## src/rtl/vend_controller.sv

```systemverilog
// Vending machine controller: item select, coin collection, dispense and greedy change return.
// Optional inactivity refund in COLLECT is compiled in when VC_TIMEOUT_EN is defined.
module vend_controller #(
  parameter int CREDIT_W    = 5,
  parameter int TIMEOUT_CYC = 64
) (
  input  logic                clk,
  input  logic                rst,
  input  logic                sel_valid,
  input  logic [3:0]          sel_price,
  input  logic                coin_valid,
  input  logic [1:0]          coin_val,
  input  logic                cancel,
  output logic                ready,
  output logic [CREDIT_W-1:0] credit,
  output logic                dispense,
  output logic                change_valid,
  output logic [1:0]          change_coin,
  output logic                coin_reject
);

  // state   | meaning
  // IDLE    | waiting for an item selection
  // COLLECT | accumulating coins toward the latched price
  // VEND    | release item, compute change
  // CHANGE  | return change one coin per cycle, largest first
  typedef enum logic [1:0] {S_IDLE, S_COLLECT, S_VEND, S_CHANGE} state_t;

  localparam logic [1:0] COIN_1   = 2'b00;
  localparam logic [1:0] COIN_2   = 2'b01;
  localparam logic [1:0] COIN_5   = 2'b10;
  localparam logic [1:0] COIN_BAD = 2'b11;

  function automatic logic [CREDIT_W-1:0] coin_amount(input logic [1:0] code);
    case (code)
      COIN_1:  return CREDIT_W'(1);
      COIN_2:  return CREDIT_W'(2);
      COIN_5:  return CREDIT_W'(5);
      default: return '0;
    endcase
  endfunction

  state_t                state_q, state_d;
  logic [3:0]            price_q, price_d;
  logic [CREDIT_W-1:0]   credit_q, credit_d;
  logic [CREDIT_W-1:0]   change_q, change_d;
  logic                  ready_q, ready_d;
  logic                  dispense_q, dispense_d;
  logic                  change_valid_q, change_valid_d;
  logic [1:0]            change_coin_q, change_coin_d;
  logic                  coin_reject_q, coin_reject_d;

  logic                  coin_ok;
  logic                  timeout_hit;
  logic [CREDIT_W-1:0]   price_ext;
  logic [CREDIT_W-1:0]   sum;
  logic [CREDIT_W-1:0]   vend_change;

  assign coin_ok     = coin_valid && (coin_val != COIN_BAD);
  assign price_ext   = CREDIT_W'(price_q);
  assign sum         = credit_q + coin_amount(coin_val);
  assign vend_change = credit_q - price_ext;

`ifdef VC_TIMEOUT_EN
  localparam int TMO_W = $clog2(TIMEOUT_CYC + 1);
  localparam logic [TMO_W-1:0] TMO_LOAD = TMO_W'(TIMEOUT_CYC - 1);

  logic [TMO_W-1:0] tmo_q, tmo_d;

  // Down-counter reloads on COLLECT entry and on every accepted coin.
  always_comb begin
    tmo_d = tmo_q;
    if (state_q != S_COLLECT || coin_ok) begin
      tmo_d = TMO_LOAD;
    end else if (tmo_q != '0) begin
      tmo_d = tmo_q - 1'b1;
    end
  end

  assign timeout_hit = (state_q == S_COLLECT) && (tmo_q == '0) && !coin_ok;

  always_ff @(posedge clk or posedge rst) begin
    if (rst) tmo_q <= TMO_LOAD;
    else     tmo_q <= tmo_d;
  end
`else
  assign timeout_hit = 1'b0;
`endif

  always_comb begin
    state_d        = state_q;
    price_d        = price_q;
    credit_d       = credit_q;
    change_d       = change_q;
    dispense_d     = 1'b0;
    change_valid_d = 1'b0;
    change_coin_d  = 2'b00;
    coin_reject_d  = 1'b0;

    case (state_q)
      S_IDLE: begin
        coin_reject_d = coin_valid;
        if (sel_valid && sel_price != 4'd0) begin
          price_d  = sel_price;
          credit_d = '0;
          state_d  = S_COLLECT;
        end
      end
      S_COLLECT: begin
        if (cancel || timeout_hit) begin
          coin_reject_d = coin_valid;
          change_d      = credit_q;
          credit_d      = '0;
          state_d       = (credit_q == '0) ? S_IDLE : S_CHANGE;
        end else if (coin_valid) begin
          if (coin_ok) begin
            credit_d = sum;
            if (sum >= price_ext) state_d = S_VEND;
          end else begin
            coin_reject_d = 1'b1;
          end
        end
      end
      S_VEND: begin
        coin_reject_d = coin_valid;
        dispense_d    = 1'b1;
        change_d      = vend_change;
        credit_d      = '0;
        state_d       = (vend_change == '0) ? S_IDLE : S_CHANGE;
      end
      S_CHANGE: begin
        coin_reject_d  = coin_valid;
        change_valid_d = 1'b1;
        if (change_q >= CREDIT_W'(5))      change_coin_d = COIN_5;
        else if (change_q >= CREDIT_W'(2)) change_coin_d = COIN_2;
        else                               change_coin_d = COIN_1;
        change_d = change_q - coin_amount(change_coin_d);
        if (change_d == '0) state_d = S_IDLE;
      end
      default: state_d = S_IDLE;
    endcase

    ready_d = (state_d == S_IDLE);
  end

  always_ff @(posedge clk or posedge rst) begin
    if (rst) begin
      state_q        <= S_IDLE;
      price_q        <= '0;
      credit_q       <= '0;
      change_q       <= '0;
      ready_q        <= 1'b1;
      dispense_q     <= 1'b0;
      change_valid_q <= 1'b0;
      change_coin_q  <= 2'b00;
      coin_reject_q  <= 1'b0;
    end else begin
      state_q        <= state_d;
      price_q        <= price_d;
      credit_q       <= credit_d;
      change_q       <= change_d;
      ready_q        <= ready_d;
      dispense_q     <= dispense_d;
      change_valid_q <= change_valid_d;
      change_coin_q  <= change_coin_d;
      coin_reject_q  <= coin_reject_d;
    end
  end

  assign ready        = ready_q;
  assign credit       = credit_q;
  assign dispense     = dispense_q;
  assign change_valid = change_valid_q;
  assign change_coin  = change_coin_q;
  assign coin_reject  = coin_reject_q;

endmodule
```

## config.mk

```make
export PLATFORM = sky130hd
export DESIGN_NAME = vend_controller
export DESIGN_NICKNAME = d
export VERILOG_FILES = /design/src/rtl/vend_controller.sv
export SDC_FILE = /design/constraint.sdc
export NUM_CORES = 1
export LEC_CHECK = 0
export BUFFER_PORTS_ARGS = -buffer_cell sky130_fd_sc_hd__buf_2
export CORE_MARGIN = 1
export CORE_UTILIZATION = 33
export DETAILED_ROUTE_END_ITERATION = 7
export GPL_TIMING_DRIVEN = 0
export PLACE_DENSITY = 0.63
export SYNTH_ARGS = -nofsm -noshare
export SYNTH_HDL_FRONTEND = slang
export SYNTH_SLANG_ARGS = --single-unit
```

## constraint.sdc

```tcl
create_clock -name clk -period 5.49 [get_ports clk]
set_clock_uncertainty 0.15 [all_clocks]
set_input_delay 1.098 -clock clk [delete_from_list [all_inputs] [get_ports clk]]
set_output_delay 1.098 -clock clk [all_outputs]
set_load 0.01 [all_outputs]
```

==> run_results.csv <==
group,metric,value,unit
logic_synthesis,synth-compound-area-share,19.2,%
cts,cts_resized,0,
worst_setup_path,slowest_stage,"fa_1",
cts,clkTransAtPathRegs,0.08,ns
route,ant_nets,0,
cts,worstSkewPairLatency,0.27,ns
logic_synthesis,synth_cells,176,
die,io_pins,22,
logic_synthesis,synth-simple-area-share,17.1,%
worst_hold_path,min_from,"price_q[3]",
global_routing,antenna_found_initial,0,
logic_synthesis,synth-adder-area-share,14.3,%
timing,finalHoldViolations,0,
route,drt-pass1-iter-count,4,
layout,drive_above_1_share,19.5,%
global_routing,grt_pass1_vias,1291,
place,port_buffers,20,
timing,final_max_slew_viol_count,0,
timing,setup_viol,0,
cts,post-cts-setup-buffers,0,
power,max-vdd-ir-drop,186,µV
global_routing,grt_remaining_overflow,0,
worst_setup_path,required,5.49,ns
layout,final_cell_area,1880,µm²
worst_setup_path,crit_fanout,5,
logic_synthesis,yosys_register_bits,22,
cts,cts_root_buffer,"clkbuf_8",
place,hpwl,2.64,mm
cts,cts_hold_buf,0,
die,die_h,72.6,µm
status,outcome,"finished, final reports clean",
worst_setup_path,start_kind,"primary input",
timing,fin_crit,3.49,ns
route,drcViolationCount,0,
route,wl_per_cell,12.7,µm
logic_synthesis,synth-edff-count,0,
layout,fillers,497,
logic_synthesis,ys_seq_area_share,33.6,%
logic_synthesis,synthMuxAreaShare,7.31,%
job,cap_violations,0,
place,place_inst,263,
worst_hold_path,hold_class,"reg -> reg",
timing,setup_slack,2.00,ns
logic_synthesis,synth.largest_area_cell,"dfrtp_1",
worst_setup_path,critPathKind,"in -> reg",
timing,max_freq,286,MHz
worst_setup_path,startpoint,"coin_val[0]",
global_routing,grt_max_degree,23,
timing,rsz0062_at_grt,"false",
worst_setup_path,r2r_start,"credit[0]",
logic_synthesis,synth_flop_cell,"dfrtp_1",
route,wl,3.38,mm
die,die_w,72.6,µm
timing,worst_pin_slew,0.827,ns
cts,clockBufferDepth,2,
worst_setup_path,critical-path-top-delay-family,"adder cells",
die,dieArea,5260,µm²
logic_synthesis,ys_warn_count,0,
logic_synthesis,synth_xor_xnor_area_share,3.20,%
worst_setup_path,worstSetupEndpointType,"flip-flop",
logic_synthesis,avgSynthCellArea,9.33,µm²
worst_setup_path,critPathArrivalTime,3.50,ns
cts,cts_tree,"done",
place,post-place-ws,1.74,ns
timing,max-slew-margin-rel,44.8,%
layout,antenna_cells,0,
global_routing,grt_usage,14.8,%
cts,cts_buffers,3,
cts,htree_levels,1,
layout,fin_cells,267,
layout,layout.nets,229,
die,initial_utilization,34.6,%
cts,clock-sinks,22,
worst_setup_path,slowest_delay,0.40,ns
worst_setup_path,cp.buffers_inverters,3,
global_routing,grt_pass1_wl,6.09,mm
place,gp_congestion,0.774,
power,p_per_area,570,nW/µm²
timing,tns,0,ns
power,p_leak,0.900,nW
die,coreArea,4750,µm²
place,placed_cell_area,1830,µm²
route,vias,1323,
logic_synthesis,synth_top_family_by_area,"compound AO/OA/AOI/OAI gates",
die,rows,25,
logic_synthesis,synth_top_area_share,32.0,%
layout,final_cell_mix,"buf_2, dfrtp_1, inv_1, ha_1, nand2_1",
logic_synthesis,synth_area_leaders,"dfrtp_1, ha_1, inv_1, fa_1, o21ai_0",
logic_synthesis,syn-num-nets,204,
route,routed_via_density,4.96,
route,first_iter_violations,44,
layout,area_growth,14.5,%
worst_setup_path,crit_chain,"buf_2 > inv_1 > ha_1 > inv_1 > fa_1 > xnor2_1 > ha_1 > a21o_1 > a31oi_1 > o22ai_1 > or2_1 > a2111oi_2",
logic_synthesis,ys_types,47,
timing,post-route-period-util,63.6,%
logic_synthesis,async_reset_ff_share,100,%
logic_synthesis,syn-cell-area,1640,µm²
## synth_stat cells (2+ instances only)
| library cell | instances |
|---|---|
| xor2_1 | 2 |
| o21ai_1 | 3 |
| nand3_1 | 7 |
| mux2_2 | 4 |
| nor4_1 | 3 |
| and3b_1 | 2 |
| ha_1 | 14 |
| mux2i_1 | 3 |
| nor3_1 | 4 |
| nand2b_1 | 4 |
| o21a_1 | 3 |
| a21oi_1 | 5 |
| nor2_1 | 12 |
| fa_1 | 3 |
| inv_1 | 18 |
| o21ai_0 | 12 |
| nor2b_1 | 3 |
| mux4_2 | 2 |
| clkbuf_1 | 3 |
| a21boi_0 | 2 |
| dfrtp_1 | 21 |
| o31a_1 | 2 |
| xnor2_1 | 4 |
| nand2_1 | 13 |
| a211oi_1 | 3 |
| a21o_1 | 3 |
## flip-flops by register name, indices dropped and copies added (netlist names)
signal	count
coin_reject	1
change_q	5
price_q	4
change_coin	2
credit	5
ready	1
change_valid	1
state_q	2
dispense	1
## worst reg2reg max path: stages, from the launching register on
cell	delay [ns]
dfrtp_1	0.45
ha_1	0.20
inv_1	0.05
fa_1	0.40
xnor2_1	0.22
ha_1	0.28
a21o_1	0.18
a31oi_1	0.16
o22ai_1	0.13
or2_1	0.26
a2111oi_2	0.37
## layout make-up
type                            count  area, µm²  area share (%)
Clock buffer                        4       55.1            2.93
Sequential cell                    22        552            29.3
Timing Repair Buffer               20        100            5.32
Inverter                           18       67.6            3.59
Tap cell                           67       83.8            4.45
Multi-Input combinational cell    131       1000            53.3
Buffer                              5       20.0            1.06
## kinds of logic after synthesis
family                   after synthesis
flip-flops                            22
multiplexers                           9
AND/OR/NAND/NOR                       55
AO/OA/AOI/OAI                         44
buffers and inverters                 23
adder cells (fa/ha/maj)               17
XOR/XNOR                               6
## metrics by stage
stage,utilization (%),hold WS [ns],total power [mW]
CTS,39.6,0.372,1.08
floorplan,-,0.329,0.796
global placement,38.4,0.341,0.941
detailed placement,38.4,0.352,0.951
global route,39.6,0.401,1.19
finish,39.6,0.366,1.07
## where the power goes
| group | switching [mW] | total [mW] | internal (mW) |
|---|---|---|---|
| logic | 0.355 | 0.661 | 0.306 |
| registers | 0.0637 | 0.294 | 0.230 |
| clock network | 0.0547 | 0.119 | 0.0640 |
| total | 0.473 | 1.07 | 0.600 |
## path summary, 6_finish.rpt
path / cells after the start / endpoint / slack [ns]
min in group asynchronous: 2 / price_q[0] / 0.83
worst min-delay path: 1 / price_q[3] / 0.37
max in group asynchronous: 2 / change_q[2] / 3.84
worst max-delay path: 12 / state_q[0] / 2.00
worst max register to register: 10 / state_q[0] / 2.52
worst min register to register: 1 / price_q[3] / 0.37
## metal layers
metal  up-vias  wire length, µm  global-route usage [%]  share of wire [%]
met3         4              126                    3.06                3.7
met1       625             1680                    21.4                 50
met5         -                0                       0                  0
met2        26             1550                    23.2                 46
met4         0               25                    2.61               0.74
li1        668                -                       -                  -
Power figures use the tool's default switching activity.
